==> config.mk <==
export PLATFORM = sky130hd
export DESIGN_NAME = bin2bcd
export DESIGN_NICKNAME = d
export VERILOG_FILES = /design/src/rtl/bin2bcd.sv
export SDC_FILE = /design/constraint.sdc
export NUM_CORES = 1
export LEC_CHECK = 0
export BUFFER_PORTS_ARGS = -buffer_cell sky130_fd_sc_hd__buf_2
export CAP_MARGIN = 25
export CORE_MARGIN = 5
export CORE_UTILIZATION = 50
export DETAILED_ROUTE_END_ITERATION = 7
export HOLD_SLACK_MARGIN = 0.05
export PLACE_DENSITY_LB_ADDON = 0.25
export SYNTH_ARGS = -nofsm -noshare
export SYNTH_HDL_FRONTEND = slang
export SYNTH_SLANG_ARGS = --single-unit
==> constraint.sdc <==
create_clock -name clk -period 1.35 [get_ports clk]
set_input_delay 0 -clock clk [delete_from_list [all_inputs] [get_ports clk]]
set_output_delay 0 -clock clk [all_outputs]
set_load 0.1 [all_outputs]
==> src/rtl/bin2bcd.sv <==
// rtl/bin2bcd.sv - sequential binary-to-BCD converter (shift-and-add-3, one bit per clock)
module bin2bcd #(
    parameter int BIN_W = 7,
    parameter int NDIG  = 3
) (
    input  logic               clk,
    input  logic               rst_n,
    input  logic               start,
    input  logic [BIN_W-1:0]   bin,
    output logic [4*NDIG-1:0]  bcd,
    output logic               ready,
    output logic               done_tick
);

    localparam int CW = $clog2(BIN_W + 1);
    localparam int BW = 4 * NDIG;

    // Too few digits would silently drop the most significant decimal digit.
    if ((10 ** NDIG) <= (2 ** BIN_W)) begin : g_ndig_check
        $error("bin2bcd: NDIG too small, need 10**NDIG > 2**BIN_W");
    end

    typedef enum logic [1:0] {
        S_IDLE,
        S_OP,
        S_DONE
    } state_t;

    state_t            state_q, state_d;
    logic [BIN_W-1:0]  shift_q, shift_d;
    logic [BW-1:0]     work_q, work_d;
    logic [BW-1:0]     work_adj;
    logic [BW-1:0]     bcd_q, bcd_d;
    logic [CW-1:0]     cnt_q, cnt_d;

    always_comb begin
        work_adj = work_q;
        for (int i = 0; i < NDIG; i++) begin
            if (work_q[4*i +: 4] >= 4'd5) begin
                work_adj[4*i +: 4] = work_q[4*i +: 4] + 4'd3;
            end
        end
    end

    always_comb begin
        state_d   = state_q;
        shift_d   = shift_q;
        work_d    = work_q;
        cnt_d     = cnt_q;
        bcd_d     = bcd_q;
        ready     = 1'b0;
        done_tick = 1'b0;
        case (state_q)
            S_IDLE: begin
                ready = 1'b1;
                if (start) begin
                    shift_d = bin;
                    work_d  = '0;
                    cnt_d   = CW'(BIN_W);
                    state_d = S_OP;
                end
            end
            S_OP: begin
                // The binary MSB falls into the units digit LSB; the top work bit drops out.
                {work_d, shift_d} = {work_adj, shift_q} << 1;
                cnt_d             = cnt_q - CW'(1);
                if (cnt_q == CW'(1)) begin
                    bcd_d   = work_d;
                    state_d = S_DONE;
                end
            end
            S_DONE: begin
                done_tick = 1'b1;
                state_d   = S_IDLE;
            end
            default: begin
                state_d = S_IDLE;
            end
        endcase
    end

    always_ff @(posedge clk or negedge rst_n) begin
        if (!rst_n) begin
            state_q <= S_IDLE;
            shift_q <= '0;
            work_q  <= '0;
            cnt_q   <= '0;
            bcd_q   <= '0;
        end else begin
            state_q <= state_d;
            shift_q <= shift_d;
            work_q  <= work_d;
            cnt_q   <= cnt_d;
            bcd_q   <= bcd_d;
        end
    end

    assign bcd = bcd_q;

endmodule

==> results of run 1 <==
[worst max-delay path: stages, from the launching register on]
cell and delay, ps:
dfrtp_1 390, inv_2 90, ha_4 160, nand2b_4 140, a21oi_4 170, mux2_4 330, o21ai_1 120
[how the worst min path moves through the flow]
stage / from / end / depth (start not counted)
floorplan: rst_n / bcd[0] / 0
global placement: rst_n / bcd[4] / 1
global route: start / shift_q[3] / 4
detailed placement: rst_n / bcd[4] / 1
CTS: start / shift_q[3] / 4
finish: start / shift_q[3] / 4
[flip-flops by register name, summed over array words and instances, names as in the netlist]
name     flops
shift_q      7
bcd         12
work_q      12
state_q      2
cnt_q        3
[stage by stage]
step	TNS [ps]	setup slack, ps
CTS	-478	-103
finish	-636	-123
global placement	-182	-40.5
global route	-1260	-158
floorplan	0	1.39
detailed placement	-707	-141
[cell families (layout without fill, tap and decap cells)]
| logic type | count (synthesis) | after routing |
|---|---|---|
| AO/OA/AOI/OAI | 59 | 59 |
| XOR/XNOR | 3 | 3 |
| multiplexers | 3 | 3 |
| AND/OR/NAND/NOR | 54 | 54 |
| buffers and inverters | 15 | 75 |
| flip-flops | 36 | 36 |
| adder cells (fa/ha/maj) | 8 | 8 |
[synth_stat cells]
library cell / instances
dfrtp_1: 36
buf_4: 1
o21ai_0: 25
mux2_2: 3
nor3b_1: 2
clkbuf_1: 3
nand2_1: 24
nand2_4: 1
buf_2: 2
xnor2_1: 3
ha_1: 8
or3b_2: 3
a22oi_1: 7
o21ai_1: 8
nor3_1: 3
o21bai_1: 1
a31oi_1: 3
nor2b_1: 11
nand2b_1: 4
a21oi_1: 14
inv_2: 1
a22o_1: 1
inv_1: 8
nand3b_1: 1
and2b_1: 1
nor2_1: 4
[metal layers]
metal | vias up | part of all wire [%] | track usage (%)
met1 | 768 | 40 | 22.2
met2 | 39 | 54 | 35.3
li1 | 734 | - | -
met4 | 0 | 1.5 | 11.2
met3 | 7 | 4.4 | 4.70
met5 | - | 0 | 0
[cell type report]
cell class | instances | area, sq um | share of cell area [%]
Clock inverter | 2 | 10.0 | 0.400
Inverter | 9 | 38.8 | 1.55
Multi-Input combinational cell | 127 | 978 | 39.1
Sequential cell | 36 | 903 | 36.1
Timing Repair Buffer | 58 | 463 | 18.5
Clock buffer | 6 | 51.3 | 2.05
Tap cell | 46 | 57.6 | 2.30
[cells in the final DEF, fill, tap and decap left out, types with 2 or more instances in the layout]
cell type and n:
dfrtp_1 34, nor2b_4 2, a22oi_1 7, nand2_1 24
dlygate4sd3_1 8, inv_2 6, a31oi_1 2, o21ai_1 13
buf_6 6, o21ai_0 16, ha_1 2, buf_4 20
nor3_1 3, ha_2 2, clkbuf_4 5, or3b_4 2
mux2_4 3, o21ai_2 4, nor2b_1 9, ha_4 4
buf_2 21, nor2_1 3, a21oi_1 10, clkinv_2 2
inv_1 2, dfrtp_2 2, buf_12 3, xnor2_2 3
a21oi_4 3, nand2b_4 3
[what timing repair did]
action | 4_1_cts | 5_1_grt
pin swaps | 7 | 6
endpoints found under the hold margin | 43 | 0
hold buffers | 8 | 0
gates resized for setup | 17 | 21
buffers inserted | 7 | 6
setup endpoints to repair | 19 | 25
==> flow_summary.yaml, run 1 <==
logic_synthesis:
  synth-seq-area-share_pct: 52.1
  synthXorXnorAreaFrac_pct: 1.52
  syn_area_sq_um: 1730
  yosys.area_share.adder_pct: 5.79
  synth_nets: 196
  synth_mux_area_share_pct: 1.96
  synth_top_family_by_area: "compound AO/OA/AOI/OAI gates"
  synth-simple-area-share_pct: 16.3
  ys_seq_elements: 36
  synth_top_area_cell: "dfrtp_1"
  synth_compound_area_share_pct: 18.7
  synth_area_leaders: "dfrtp_1, o21ai_0, ha_1"
  synth_warnings: 0
  syn_inst: 178
  synth.distinct_cells: 26
  synth_top_area_share_pct: 52.1
  avgSynthCellArea_sq_um: 9.71
finish:
  layout.cells.non_filler: 284
  fin_area_sq_um: 2500
  utilization_pct: 75.0
  insertedDiodeCount: 0
  fin_nets: 255
  area_growth_pct: 44.8
  layout-drive-gt1-share_pct: 42.0
  n_fill_cell: 242
placement:
  place.gp.congestion: 0.759
  placed_area_sq_um: 2130
  dpl.hpwl_mm: 2.79
  dp.cells: 255
  port-buffer-count: 23
detailed_routing:
  drc: 0
  drt_iter0_markers: 57
  vias: 1548
  vias_per_cell: 5.45
  wl_mm: 4.45
  ant_nets: 0
  dr.pass1.iters: 6
  wire_per_inst_um: 15.7
sta:
  skew_ps: 1.91
  post-route-period-util_pct: 109
  tightest_slew_ps: 499
  finalWorstSetupSlack_ps: -123
  max_freq_mhz: 679
  slew_viol_final: 0
  hold_viol_final: 0
  whs_ps: 99.8
  setup_violations: 9
  fin_crit_ps: 1470
  slew-limit-headroom_pct: 67.0
  rsz0062_at_grt: "true"
cts:
  clkTransAtPathRegs_ps: 110
  ctsHtreeMaxLevel: 2
  cts_root_buf: "clkbuf_4"
  clkLatencyLatePin_ps: 350
  clock_sinks: 36
  cts_tree: "done"
  cts_buffers: 5
  clk_path_buf_depth: 2
worst_setup_path:
  crit_path_start: "work_q[5]"
  rr_endpoint: "work_q[6]"
  r2r_slack_ps: -120
  endpoint: "work_q[6]"
  critPathMaxFanout: 3
  criticalPathCategory: "register to register"
  cp_data_arrival_time_ps: 1760
  cp.required_ps: 1630
  cp-end-kind: "register"
  reg2regPathDepth: 6
  crit_path_start_kind: "register"
  rr_startpoint: "work_q[5]"
global_routing:
  antenna_found_initial: 0
  grt_pass1_vias: 1534
  grt_overflow_total: 0
  grt_max_degree: 20
  grt_pass1_wl_mm: 6.80
  grt.total_usage_pct: 20.1
flow_run:
  maxCapViolations: 0
hold_path:
  hp-class: "input port to register"
die:
  rows: 21
  io_pins: 24
  die_x_um: 68.8
  initial_utilization_pct: 51.8
  dieHeight_um: 68.8
  die-area_sq_um: 4730
  coreArea_sq_um: 3340
run_status:
  violations: "setup timing"
  status: "finished, violations left"
Power of run 1 is left out: the tool's default activity adds up to more than one toggle a clock period on the data nets, which glitch-free logic cannot reach.
==> run 2: changes to the inputs <==
CORE_ASPECT_RATIO = 1.5   (was not set)
CORE_UTILIZATION = 56   (was 50)
MAX_ROUTING_LAYER = met4   (was not set)
clock period = 1.65 ns   (was 1.35 ns; I/O delays follow)
==> run 2 against run 1 <==
Net effect:
- the run now ends clean
- via count is 7.5% lower
- sequential cell count stayed put
- worst setup slack better by 210 ps
- register-to-register slack better by 210 ps
- first-iteration DRC count is 56% higher
- final area is 15% lower
- hold slack better by 76 ps
- clock skew is 1.4 ps higher
==> flow_summary.yaml, run 2 (synthesis results as in run 1) <==
worst_setup_path:
  r2r_slack_ps: 90
  cp_data_arrival_time_ps: 1780
  rr_startpoint: "work_q[5]"
  cp-end-kind: "register"
  slowest_delay_ps: 380
  crit_path_start_kind: "register"
  cp.required_ps: 1860
  criticalPathCategory: "register to register"
  reg2regPathDepth: 6
  cp_top_family: "flip-flops"
  slowest_stage: "dfrtp_1"
  critical_path_buf_inv_count: 1
  crit_chain: "inv_2 > ha_1 > nand2b_1 > a21oi_2 > mux2_2 > o21ai_1"
  critPathMaxFanout: 3
  rr_endpoint: "bcd[6]"
finish:
  most-common-layout-cells: "dfrtp_1, nand2_1, o21ai_0, buf_2, a21oi_1"
  mostFrequentLayoutCell: "dfrtp_1"
  insertedDiodeCount: 0
  area_growth_pct: 22.7
  layout-drive-gt1-share_pct: 25.1
  fin_nets: 236
global_routing:
  grt_pass1_wl_mm: 6.73
  grt_max_degree: 37
  grt_pass1_vias: 1453
  antenna_found_initial: 0
  grt.total_usage_pct: 20.3
  grt_overflow_total: 0
cts:
  cts_tree: "done"
  ctsHtreeMaxLevel: 2
  clock_sinks: 36
  cts_root_buf: "clkbuf_8"
  cts_buffers: 5
  clk_path_buf_depth: 2
  clkLatencyLatePin_ps: 290
  clkTransAtPathRegs_ps: 70
hold_path:
  min_from: "start"
  hp-class: "input port to register"
  hold_end: "shift_q[2]"
  hold_depth: 4
die:
  die-area_sq_um: 4320
  initial_utilization_pct: 58.7
  die_x_um: 55.4
  rows: 24
  io_pins: 24
  coreArea_sq_um: 2940
  dieHeight_um: 78.0
detailed_routing:
  drt_iter0_markers: 89
  vias_per_cell: 5.55
  wire_per_inst_um: 14.8
  vias: 1432
  drc: 0
  wl_mm: 3.83
  dr.pass1.iters: 4
  ant_nets: 0
sta:
  skew_ps: 3.31
  fin_crit_ps: 1560
  max_freq_mhz: 639
  rsz0062_at_grt: "false"
  slew-limit-headroom_pct: 48.4
  slew_viol_final: 0
  hold_viol_final: 0
  post-route-period-util_pct: 94.8
  fin_setup_tns_ps: 0
  tightest_slew_ps: 775
  setup_violations: 0
placement:
  dpl.hpwl_mm: 2.56
  port-buffer-count: 23
  place.gp.congestion: 0.794
flow_run:
  maxCapViolations: 0
run_status:
  status: "finished clean"
-- run 2: tightest hold or removal path: stages --
cell and delay [ps]:
buf_2 170, nor2b_1 60, a21oi_1 110, o21ai_0 80
-- run 2: worst max path at each step --
| stage | startpoint | endpoint | slack, ps | cells after the start |
|---|---|---|---|---|
| 6_report | work_q[5] | bcd[6] | 90 | 6 |
| 3_5_place_dp | work_q[4] | work_q[6] | 10 | 6 |
| 5_1_grt | work_q[8] | work_q[10] | 2 | 6 |
| 2_1_floorplan | state_q[1] | done_tick | 130 | 2 |
| 3_3_place_gp | work_q[0] | work_q[2] | 90 | 6 |
| 4_1_cts | work_q[8] | bcd[10] | 10 | 6 |
-- run 2: cell type report --
class                           count  area (sq um)
Inverter                            9          33.8
Fill cell                         240           822
Clock buffer                        8          90.1
Sequential cell                    36           901
Multi-Input combinational cell    127           792
Timing Repair Buffer               39           255
Tap cell                           39          48.8
-- run 2: through the flow --
step / cell area (sq um) / hold slack (ps) / util (%) / setup WS (ps) / std cells
2_1_floorplan: 1730 / -296 / - / 127 / 178
3_3_place_gp: 1910 / 117 / 64.8 / 93.4 / 239
3_5_place_dp: 1910 / 132 / 64.8 / 11.5 / 239
4_1_cts: 2080 / 170 / 70.7 / 9.99 / 255
5_1_grt: 2120 / 208 / 72.1 / 2.34 / 258
6_report: 2120 / 176 / 72.1 / 85.3 / 258
-- run 2: routing by layer --
metal	global-route usage [%]	part of all wire, %	routed length, um
met5	-	0	0
met3	5.75	4.5	173
met2	35.0	54	2050
met1	21.8	40	1540
met4	8.03	1.6	61
-- run 2: repair_timing --
action,in CTS,in global routing
endpoints found under the hold margin,43,0
endpoints found under the setup margin,2,6
pin swaps,0,3
resized for setup,1,9
hold buffers,8,0
setup buffers,0,3
Power of run 2 is left out for the same reason.
